[config.mk]
export PLATFORM = sky130hd
export DESIGN_NAME = mmio_uart_tx
export DESIGN_NICKNAME = d
export VERILOG_FILES = /design/src/rtl/mmio_uart_tx_pkg.sv /design/src/rtl/sync_fifo.sv /design/src/rtl/mmio_uart_tx.sv
export SDC_FILE = /design/constraint.sdc
export NUM_CORES = 1
export LEC_CHECK = 0
export ABC_AREA = 1
export CAP_MARGIN = 25
export CORE_UTILIZATION = 51
export CTS_BUF_LIST = sky130_fd_sc_hd__clkbuf_16
export CTS_CLUSTER_SIZE = 20
export DETAILED_ROUTE_END_ITERATION = 12
export GPL_TIMING_DRIVEN = 0
export PLACE_DENSITY = 0.74
export SLEW_MARGIN = 15
export SYNTH_ARGS = -nofsm -noshare
export SYNTH_HDL_FRONTEND = slang
export SYNTH_SLANG_ARGS = --single-unit
[constraint.sdc]
create_clock -name clk -period 3.9 [get_ports clk]
set_input_delay 0.78 -clock clk [delete_from_list [all_inputs] [get_ports clk]]
set_output_delay 0.78 -clock clk [all_outputs]
set_load 0.01 [all_outputs]
[src/rtl/mmio_uart_tx_pkg.sv]
// Shared register map, status bit positions and FSM encodings for the
// memory-mapped UART transmitter. A future RX block can import the same map.
package mmio_uart_tx_pkg;

    // Default base of the 16-byte register window (only addr[31:4] is decoded)
    localparam logic [31:0] UART_BASE = 32'h1000_0000;

    // Word offsets inside the window, taken from addr[3:2]
    localparam logic [1:0] OFF_TXDATA = 2'd0;
    localparam logic [1:0] OFF_STATUS = 2'd1;
    localparam logic [1:0] OFF_BAUD   = 2'd2;
    localparam logic [1:0] OFF_IEN    = 2'd3;

    // STATUS register bit positions
    localparam int ST_BUSY    = 0;
    localparam int ST_FULL    = 1;
    localparam int ST_EMPTY   = 2;
    localparam int ST_OVF     = 3;
    localparam int ST_CNT_LSB = 8;

    // Transmit FSM state encodings
    localparam logic [1:0] S_IDLE  = 2'd0;
    localparam logic [1:0] S_START = 2'd1;
    localparam logic [1:0] S_DATA  = 2'd2;
    localparam logic [1:0] S_STOP  = 2'd3;

    typedef struct packed {
        logic [3:0] count;
        logic       ovf;
        logic       empty;
        logic       full;
        logic       busy;
    } uart_status_t;

    // Places the status fields at their register bit positions; the rest read 0
    function automatic logic [31:0] pack_status(input uart_status_t s);
        logic [31:0] r;
        r = '0;
        r[ST_BUSY]                    = s.busy;
        r[ST_FULL]                    = s.full;
        r[ST_EMPTY]                   = s.empty;
        r[ST_OVF]                     = s.ovf;
        r[ST_CNT_LSB+3:ST_CNT_LSB]    = s.count;
        return r;
    endfunction

    // A divisor of 0 would stall the bit counter, so it is stored as 1
    function automatic logic [15:0] clamp_div(input logic [15:0] w);
        return (w == 16'd0) ? 16'd1 : w;
    endfunction

endpackage

[src/rtl/sync_fifo.sv]
// Single-clock FIFO with push/pop/full/empty/count. Read data is the head
// entry (first-word fall-through) so a consumer can pop and use it in the
// same cycle. A push into a full FIFO is accepted only when a pop happens
// in the same cycle. Reset is synchronous and active-low.
module sync_fifo #(
    parameter int WIDTH = 8,
    parameter int DEPTH = 8
) (
    input  logic                       clk,
    input  logic                       rst,
    input  logic                       push,
    input  logic                       pop,
    input  logic [WIDTH-1:0]           din,
    output logic [WIDTH-1:0]           dout,
    output logic                       full,
    output logic                       empty,
    output logic [$clog2(DEPTH):0]     count
);

    localparam int PW = $clog2(DEPTH);
    localparam int CW = PW + 1;

    logic [WIDTH-1:0] mem [DEPTH];
    logic [PW-1:0]    wr_ptr_reg;
    logic [PW-1:0]    rd_ptr_reg;
    logic [CW-1:0]    count_reg;
    logic             push_ok;
    logic             pop_ok;

    assign full    = (count_reg == CW'(DEPTH));
    assign empty   = (count_reg == '0);
    assign count   = count_reg;
    assign push_ok = push & (~full | pop);
    assign pop_ok  = pop & ~empty;
    assign dout    = mem[rd_ptr_reg];

    // Storage write; contents need no reset because count guards every read
    always_ff @(posedge clk) begin
        if (push_ok) begin
            mem[wr_ptr_reg] <= din;
        end
    end

    // Pointers wrap naturally since DEPTH is a power of two
    always_ff @(posedge clk) begin
        if (!rst) begin
            wr_ptr_reg <= '0;
            rd_ptr_reg <= '0;
            count_reg  <= '0;
        end else begin
            if (push_ok) begin
                wr_ptr_reg <= wr_ptr_reg + 1'b1;
            end
            if (pop_ok) begin
                rd_ptr_reg <= rd_ptr_reg + 1'b1;
            end
            case ({push_ok, pop_ok})
                2'b10:   count_reg <= count_reg + 1'b1;
                2'b01:   count_reg <= count_reg - 1'b1;
                default: count_reg <= count_reg;
            endcase
        end
    end

endmodule

[src/rtl/mmio_uart_tx.sv]
// Memory-mapped 8N1 UART transmitter on the core data bus.
//   0x0 TXDATA (write pushes wdata[7:0], reads 0)
//   0x4 STATUS (busy/full/empty/overflow/count; any write clears overflow)
//   0x8 BAUD   (clk cycles per bit, 0 stored as 1)
//   0xC IEN    (only when UART_TX_IRQ_EN is defined, otherwise reads 0)
// Optional feature macro: UART_TX_IRQ_EN adds the IEN register and irq port.
// rdata is zero outside the window so the SoC can OR it with dmem data.
module mmio_uart_tx
    import mmio_uart_tx_pkg::*;
#(
    parameter logic [31:0] BASE_ADDR   = UART_BASE,
    parameter int          FIFO_DEPTH  = 8,
    parameter logic [15:0] DEFAULT_DIV = 16'd868
) (
    input  logic        clk,
    input  logic        rst,
    input  logic [31:0] addr,
    input  logic [31:0] wdata,
    input  logic        we,
    output logic [31:0] rdata,
    output logic        tx
`ifdef UART_TX_IRQ_EN
    ,
    output logic        irq
`endif
);

    localparam int CW = $clog2(FIFO_DEPTH) + 1;

    // Bus decode
    logic       sel;
    logic [1:0] off;
    logic       wr_txdata;
    logic       wr_status;
    logic       wr_baud;

    assign sel       = (addr[31:4] == BASE_ADDR[31:4]);
    assign off       = addr[3:2];
    assign wr_txdata = we & sel & (off == OFF_TXDATA);
    assign wr_status = we & sel & (off == OFF_STATUS);
    assign wr_baud   = we & sel & (off == OFF_BAUD);

    // Byte lanes and upper data bits that no register uses
    logic unused_bits;
    assign unused_bits = ^{addr[1:0], wdata[31:16]};

    // FIFO
    logic          fifo_pop;
    logic [7:0]    fifo_dout;
    logic          fifo_full;
    logic          fifo_empty;
    logic [CW-1:0] fifo_count;

    // Transmit state
    logic [1:0]  state_reg;
    logic [15:0] cnt_reg;
    logic [15:0] bit_div_reg;
    logic [7:0]  shift_reg;
    logic [2:0]  bit_idx_reg;
    logic        tx_reg;
    logic        busy;

    // Control registers
    logic [15:0] div_reg;
    logic        overflow_reg;

    assign busy     = (state_reg != S_IDLE);
    assign fifo_pop = ~busy & ~fifo_empty;
    assign tx       = tx_reg;

    sync_fifo #(
        .WIDTH (8),
        .DEPTH (FIFO_DEPTH)
    ) u_fifo (
        .clk   (clk),
        .rst   (rst),
        .push  (wr_txdata),
        .pop   (fifo_pop),
        .din   (wdata[7:0]),
        .dout  (fifo_dout),
        .full  (fifo_full),
        .empty (fifo_empty),
        .count (fifo_count)
    );

    // Count field is 4 bits wide: zero-extend small FIFOs bit by bit
    logic [3:0] count4;
    for (genvar gi = 0; gi < 4; gi++) begin : g_cnt
        if (gi < CW) begin : g_bit
            assign count4[gi] = fifo_count[gi];
        end else begin : g_zero
            assign count4[gi] = 1'b0;
        end
    end

    // Sticky overflow: a push into a full FIFO with no pop loses the byte
    always_ff @(posedge clk) begin
        if (!rst) begin
            overflow_reg <= 1'b0;
        end else if (wr_txdata && fifo_full && !fifo_pop) begin
            overflow_reg <= 1'b1;
        end else if (wr_status) begin
            overflow_reg <= 1'b0;
        end
    end

    // Baud divisor register; frames in flight use their own latched copy
    always_ff @(posedge clk) begin
        if (!rst) begin
            div_reg <= DEFAULT_DIV;
        end else if (wr_baud) begin
            div_reg <= clamp_div(wdata[15:0]);
        end
    end

    // Frame serializer: start bit, 8 data bits LSB first, stop bit
    always_ff @(posedge clk) begin
        if (!rst) begin
            state_reg   <= S_IDLE;
            cnt_reg     <= '0;
            bit_div_reg <= 16'd1;
            shift_reg   <= '0;
            bit_idx_reg <= '0;
            tx_reg      <= 1'b1;
        end else begin
            case (state_reg)
                S_IDLE: begin
                    if (!fifo_empty) begin
                        shift_reg   <= fifo_dout;
                        bit_div_reg <= div_reg;
                        cnt_reg     <= div_reg - 16'd1;
                        tx_reg      <= 1'b0;
                        state_reg   <= S_START;
                    end
                end
                S_START: begin
                    if (cnt_reg == 16'd0) begin
                        tx_reg      <= shift_reg[0];
                        cnt_reg     <= bit_div_reg - 16'd1;
                        bit_idx_reg <= 3'd0;
                        state_reg   <= S_DATA;
                    end else begin
                        cnt_reg <= cnt_reg - 16'd1;
                    end
                end
                S_DATA: begin
                    if (cnt_reg == 16'd0) begin
                        cnt_reg <= bit_div_reg - 16'd1;
                        if (bit_idx_reg == 3'd7) begin
                            tx_reg    <= 1'b1;
                            state_reg <= S_STOP;
                        end else begin
                            shift_reg   <= {1'b0, shift_reg[7:1]};
                            tx_reg      <= shift_reg[1];
                            bit_idx_reg <= bit_idx_reg + 3'd1;
                        end
                    end else begin
                        cnt_reg <= cnt_reg - 16'd1;
                    end
                end
                S_STOP: begin
                    if (cnt_reg == 16'd0) begin
                        state_reg <= S_IDLE;
                    end else begin
                        cnt_reg <= cnt_reg - 16'd1;
                    end
                end
                default: begin
                    state_reg <= S_IDLE;
                    tx_reg    <= 1'b1;
                end
            endcase
        end
    end

`ifdef UART_TX_IRQ_EN
    logic [1:0] ien_reg;
    logic       irq_reg;

    assign irq = irq_reg;

    // Interrupt enable register
    always_ff @(posedge clk) begin
        if (!rst) begin
            ien_reg <= 2'b00;
        end else if (we && sel && (off == OFF_IEN)) begin
            ien_reg <= wdata[1:0];
        end
    end

    // Registered interrupt: drained-and-idle or overflow, each maskable
    always_ff @(posedge clk) begin
        if (!rst) begin
            irq_reg <= 1'b0;
        end else begin
            irq_reg <= (ien_reg[0] & fifo_empty & ~busy) |
                       (ien_reg[1] & overflow_reg);
        end
    end
`endif

    // Read mux, purely from address and state
    always_comb begin
        rdata = '0;
        if (sel) begin
            case (off)
                OFF_STATUS: rdata = pack_status('{count: count4,
                                                  ovf:   overflow_reg,
                                                  empty: fifo_empty,
                                                  full:  fifo_full,
                                                  busy:  busy});
                OFF_BAUD:   rdata = {16'd0, div_reg};
`ifdef UART_TX_IRQ_EN
                OFF_IEN:    rdata = {30'd0, ien_reg};
`else
                OFF_IEN:    rdata = '0;
`endif
                default:    rdata = '0;
            endcase
        end
    end

endmodule

==> results of run 1 <==
-- cell usage after synthesis --
master,number
dfxtp_1,76
a31oi_1,1
a21oi_1,77
buf_1,3
buf_2,10
nor2_2,6
xor2_1,12
nand3_2,1
o211ai_1,10
o21ai_2,1
edfxtp_1,64
inv_2,1
conb_1,1
o211ai_4,1
o21ai_0,80
nand3_1,69
nor4_1,13
clkbuf_1,21
nand2_4,1
nand2_2,2
a22oi_1,1
buf_4,18
buf_6,1
nor3_1,11
o32ai_1,1
nand2_1,251
nand3b_1,3
nand4_1,12
o221ai_1,1
o22ai_1,13
nor2_4,5
ha_1,20
xnor2_1,12
a21boi_4,1
o211a_1,1
or2_2,8
inv_1,110
nor2_1,137
clkinv_1,5
-- stage by stage --
stage | std cells | power (uW) | area [sq um] | setup WS, ns | hold WS (ns)
2_1_floorplan | 1076 | 4126 | 7931 | 1.061 | 0.4334
3_3_place_gp | 1329 | 4843 | 8817 | -0.2719 | 0.4512
3_5_place_dp | 1336 | 4882 | 8905 | 0.06963 | 0.4556
4_1_cts | 1368 | 6590 | 9525 | 0.05942 | 0.4689
5_1_grt | 1368 | 7084 | 9535 | 0.009967 | 0.4923
6_report | 1368 | 6636 | 9535 | 0.2011 | 0.4642
-- path summary, 6_finish.rpt --
path                                           start         endpoint  slack, ns  cells past startpoint
worst max-delay path                         addr[2]         rdata[1]       0.20                      8
worst min register to register  u_fifo.rd_ptr_reg[2]             flop       0.46                      2
worst max register to register          state_reg[0]  u_fifo.count[3]       0.66                     12
worst min-delay path            u_fifo.rd_ptr_reg[2]             flop       0.46                      2
-- repair_timing --
item | CTS | global route
hold buffers | 0 | 0
gates resized for setup | 0 | 2
setup endpoints to repair | 0 | 9
-- worst reg2reg max path: stages, from the launching register on --
cell      delay (ns)
dfxtp_1         0.35
inv_1           0.13
ha_1            0.37
inv_1           0.12
nor2_2          0.37
clkbuf_1        0.63
ha_1            0.34
xor2_1          0.23
nand3_1         0.12
a21oi_1         0.13
o21ai_0         0.12
o21ai_0         0.17
a21oi_1         0.05
-- logic make-up (layout without fill, tap and decap cells) --
kind of cell | after synthesis | after routing | share of synthesized area
AOI/OAI and AO/OA | 188 | 188 | 0.1311
xor gates and xnor gates | 24 | 24 | 0.02669
adders and majority gates | 20 | 20 | 0.03178
buffers and inverters | 169 | 273 | 0.09168
DFF | 140 | 140 | 0.4372
other | 1 | 16 | 0.0004762
and+or+nand+nor | 519 | 519 | 0.2811
-- power breakdown --
group	total (uW)	internal, uW	switching (uW)
sequential	1980	1750	228
clock	1690	980	707
combinational	2970	1030	1940
total	6640	3760	2880
-- final cells by class --
class / instances / area (sq um) / share of cell area
multi-input cells: 767 / 3819 / 0.4005
clock inverters: 15 / 195.2 / 0.02047
inverters: 116 / 439.2 / 0.04606
well taps: 188 / 235.2 / 0.02467
plain buffers: 52 / 282.8 / 0.02965
clock buffers: 17 / 425.4 / 0.04461
repair buffers: 73 / 695.7 / 0.07296
flip-flops and latches: 140 / 3443 / 0.3611
-- routing by layer --
layer  track usage  wire length, um  vias up
met5             0                0        -
met4        0.1134              494        0
met3       0.05225             1844       42
met2        0.4553             9825      379
met1        0.3691             9365     3352
li1              -                -     3676
==> flow_summary.json, run 1 <==
{
  "startpoint_type": "input pin",
  "ant_nets": 0,
  "grt_max_degree": 17,
  "clk_latency_ns": 0.42,
  "crit_type": "input pin to output pin",
  "ys_ff_latch": 140,
  "cpPeakStageDelay_ns": 0.56,
  "postRouteWirelength_mm": 21.53,
  "syn_to_final_growth_pct": 21.08,
  "grt-ovfl-total": 0,
  "status": "finished clean",
  "p_leak_uw": 0.003945,
  "dr.first_iter.drc_count": 752,
  "vias": 7449,
  "wl_per_cell_um": 15.74,
  "yosysSeqAreaShare": 0.4372,
  "synth_top_cell_by_area": "edfxtp_1",
  "io_buffers": 65,
  "ys_types": 39,
  "crit_family": "buffers and inverters",
  "clock-sinks": 140,
  "regMostFlops": "u_fifo.mem",
  "final_common_cell": "nand2_1",
  "fmaxAchievable_mhz": 270.4,
  "relSlewSlack": 0.4803,
  "nNetsFinal": 1254,
  "ios": 100,
  "rsz0062_at_grt": "false",
  "crit_buf_inv": 5,
  "setup_viol_count_final": 0,
  "maxSlewViolCount": 0,
  "fp.dieH_um": 126.3,
  "setup-tns-final_ns": 0,
  "slowest_stage": "clkdlybuf4s50_1",
  "crit_fanout": 10,
  "period_minus_slack_ns": 3.699,
  "hold_viol_final": 0,
  "synthDominantCellAreaShare": 0.2440,
  "hold_class": "flop to flop",
  "grt_pass1_wl_mm": 34.47,
  "syn-cell-area_sq_um": 7875,
  "post-route-util": 0.6296,
  "cts_made_buffers": 17,
  "start_util": 0.5200,
  "routed_via_density": 5.445,
  "yosysWarningCount": 0,
  "cap_violations": 0,
  "avgSynthCellArea_sq_um": 7.422,
  "die_x_um": 126.3,
  "largest_reg_flops": 64,
  "period_share": 0.9484,
  "arrival_ns": 2.92,
  "layout_common_cells": "250 x nand2_1, 137 x nor2_1, 110 x inv_1, 80 x o21ai_0, 77 x a21oi_1",
  "cts_tree": "built",
  "gp_congestion": 0.9010,
  "worstSetupEndpointType": "output pin",
  "dp_hpwl_mm": 15.70,
  "antenna_found_initial": 0,
  "powerDensity_nw_per_um2": 695.9,
  "worstPathRequired_ns": 3.12,
  "core.rowCount": 45,
  "h-tree-depth": 4,
  "synthTopCellsByArea": "edfxtp_1 24%, dfxtp_1 19%, nand2_1 12%",
  "path_cells": "clkdlybuf4s50_1 -> inv_1 -> ha_1 -> clkinvlp_4 -> o22ai_1 -> inv_1 -> nor2_1 -> clkdlybuf4s50_1",
  "drt_pass1_iterations": 6,
  "cts_setup_buffers": 0,
  "track_usage": 0.2804,
  "clk_path_buf_depth": 2,
  "grt_pass1_vias": 6905,
  "drive_above_1_share": 0.08983,
  "fillers": 1315,
  "core_sq_um": 15150,
  "fin_skew_ns": 0.01222,
  "dieArea_sq_um": 15940,
  "cts-root-buf": "clkbuf_16",
  "route.detailed.drc": 0,
  "peakVddDrop_uv": 408.6,
  "max_slew.worst_pin.slew_ns": 0.7796,
  "path_clk_slew_ns": 0.06,
  "diodes": 0,
  "synthCells": 1061
}
Note: power is estimated with default switching activity, not from simulation.
==> run 2: changes to the inputs <==
Clock period 3.9 ns to 3.5 ns, I/O delays scaled along.
==> run 2 against run 1 <==
Against the previous run:
- cell count unchanged
- worst hold slack lost 0.00060 ns
- via count increased by 0.17%
- worst setup slack improved by 0.0025 ns
- flip-flop and latch count unchanged
- die area unchanged
- first-iteration DRC count is 10% lower
- sequential share of layout area fell by 0.066 points
- sequential power rose by 11%
- wire length hardly changed
- design area up 0.18%
- non-clock buffer count did not move
- critical path type unchanged
- critical endpoint unchanged
- largest power group unchanged
- highest routed layer unchanged
==> flow_summary.json, run 2 (synthesis gave the netlist of run 1 again) <==
{
  "max_slew.worst_pin.slew_ns": 0.7668,
  "regMostFlops": "u_fifo.mem",
  "io_buffers": 65,
  "drive_above_1_share": 0.09407,
  "routed_via_density": 5.455,
  "maxSlewViolCount": 0,
  "fp.dieH_um": 126.3,
  "setup-tns-final_ns": 0,
  "fin_skew_ns": 0.01150,
  "dp_hpwl_mm": 15.70,
  "regToRegEndpoint": "u_fifo.count[3]",
  "relSlewSlack": 0.4888,
  "ant_nets": 0,
  "core.rowCount": 45,
  "grt_max_degree": 17,
  "cts_setup_buffers": 0,
  "largest_reg_flops": 64,
  "final_common_cell": "nand2_1",
  "gp_congestion": 0.9010,
  "clock-sinks": 140,
  "rsz0062_at_grt": "true",
  "peakVddDrop_uv": 456.4,
  "vias": 7462,
  "dieArea_sq_um": 15940,
  "p_leak_uw": 0.003986,
  "cts_tree": "built",
  "hold_class": "flop to flop",
  "period_minus_slack_ns": 3.296,
  "path_clk_slew_ns": 0.06,
  "crit_type": "input pin to output pin",
  "clk_latency_ns": 0.43,
  "arrival_ns": 2.60,
  "ios": 100,
  "worstPathRequired_ns": 2.80,
  "track_usage": 0.2805,
  "min_from": "u_fifo.rd_ptr_reg[2]",
  "dr.first_iter.drc_count": 676,
  "nNetsFinal": 1254,
  "grt-ovfl-total": 0,
  "final_area_sq_um": 9553,
  "finalNonFillerCells": 1368,
  "drt_pass1_iterations": 6,
  "setup_viol_count_final": 0,
  "postCtsHoldBufs": 0,
  "h-tree-depth": 4,
  "powerDensity_nw_per_um2": 774.1,
  "hold_slack_ns": 0.4636,
  "antenna_found_initial": 0,
  "layout_common_cells": "250 x nand2_1, 136 x nor2_1, 109 x inv_1, 80 x o21ai_0",
  "postRouteWirelength_mm": 21.54,
  "cts_made_buffers": 17,
  "cap_violations": 0,
  "syn_to_final_growth_pct": 21.31,
  "core_sq_um": 15150,
  "wl_per_cell_um": 15.74,
  "die_x_um": 126.3,
  "dpl_cell_area_sq_um": 8905,
  "status": "finished clean",
  "clk_path_buf_depth": 2,
  "grt_pass1_vias": 6895,
  "period_share": 0.9418,
  "cts-root-buf": "clkbuf_16",
  "worstSetupEndpointType": "output pin",
  "route.detailed.drc": 0,
  "diodes": 0,
  "start_util": 0.5200,
  "hold_depth": 2,
  "startpoint_type": "input pin",
  "reg2reg_setup_slack_ns": 0.51,
  "dp.cells": 1336,
  "grt_pass1_wl_mm": 34.49,
  "crit_fanout": 10,
  "fmaxAchievable_mhz": 303.4,
  "hold_viol_final": 0,
  "rr_startpoint": "state_reg[0]",
  "ff2ff_path_depth": 12
}
[run 2: report_power, final]
group          internal (uW)  leakage, uW  switching (uW)  total, uW
clock                   1090     0.000303             787       1880
combinational           1150      0.00248            2160       3310
sequential              1950      0.00120             255       2200
total                   4190      0.00399            3210       7390
[run 2: how the worst max path moves through the flow]
stage | from | end | slack (ns) | depth (start not counted)
2_1_floorplan | addr[27] | u_fifo.mem[4][0] | 0.74 | 8
3_3_place_gp | addr[25] | u_fifo.mem[2][6] | -0.59 | 9
3_5_place_dp | addr[2] | rdata[1] | -0.17 | 9
4_1_cts | addr[25] | rdata[2] | 0.001 | 9
5_1_grt | addr[27] | rdata[10] | -0.02 | 9
6_report | addr[2] | rdata[1] | 0.20 | 8
[run 2: timing repair]
action / in CTS / in global routing
gates resized for setup: 1 / 10
endpoints found under the setup margin: 9 / 17
pin swaps: 0 / 0
[run 2: area by class of cell]
type	count	area [sq um]
plain buffers	52	284.0
clock buffers	17	425.4
clock inverters	15	195.2
fillers	1311	5593
inverters	116	436.7
multi-input cells	767	3832
flip-flops and latches	140	3443
well taps	188	235.2
repair buffers	73	700.7
[run 2: critical path, stage by stage]
cell             delay (ns)
clkdlybuf4s50_1        0.43
inv_1                  0.09
ha_2                   0.29
clkinv_2               0.18
o22ai_1                0.18
inv_1                  0.06
nor2_1                 0.10
clkdlybuf4s50_1        0.56
[run 2: through the flow]
stage,util,total power [uW],setup WS [ns]
6_report,0.6307,7395,0.2036
5_1_grt,0.6307,7897,-0.02050
3_5_place_dp,0.5879,5440,-0.1704
3_3_place_gp,0.5822,5396,-0.5919
2_1_floorplan,-,4597,0.7414
4_1_cts,0.6287,7343,0.001338
[run 2: per-layer routing]
metal / wire length [um] / part of all wire / vias to the layer above / global-route usage
li1: - / - / 3680 / -
met4: 552 / 0.026 / 0 / 0.1134
met5: 0 / 0 / - / 0
met1: 9317 / 0.43 / 3380 / 0.3699
met2: 9880 / 0.46 / 356 / 0.4547
met3: 1785 / 0.083 / 46 / 0.05225
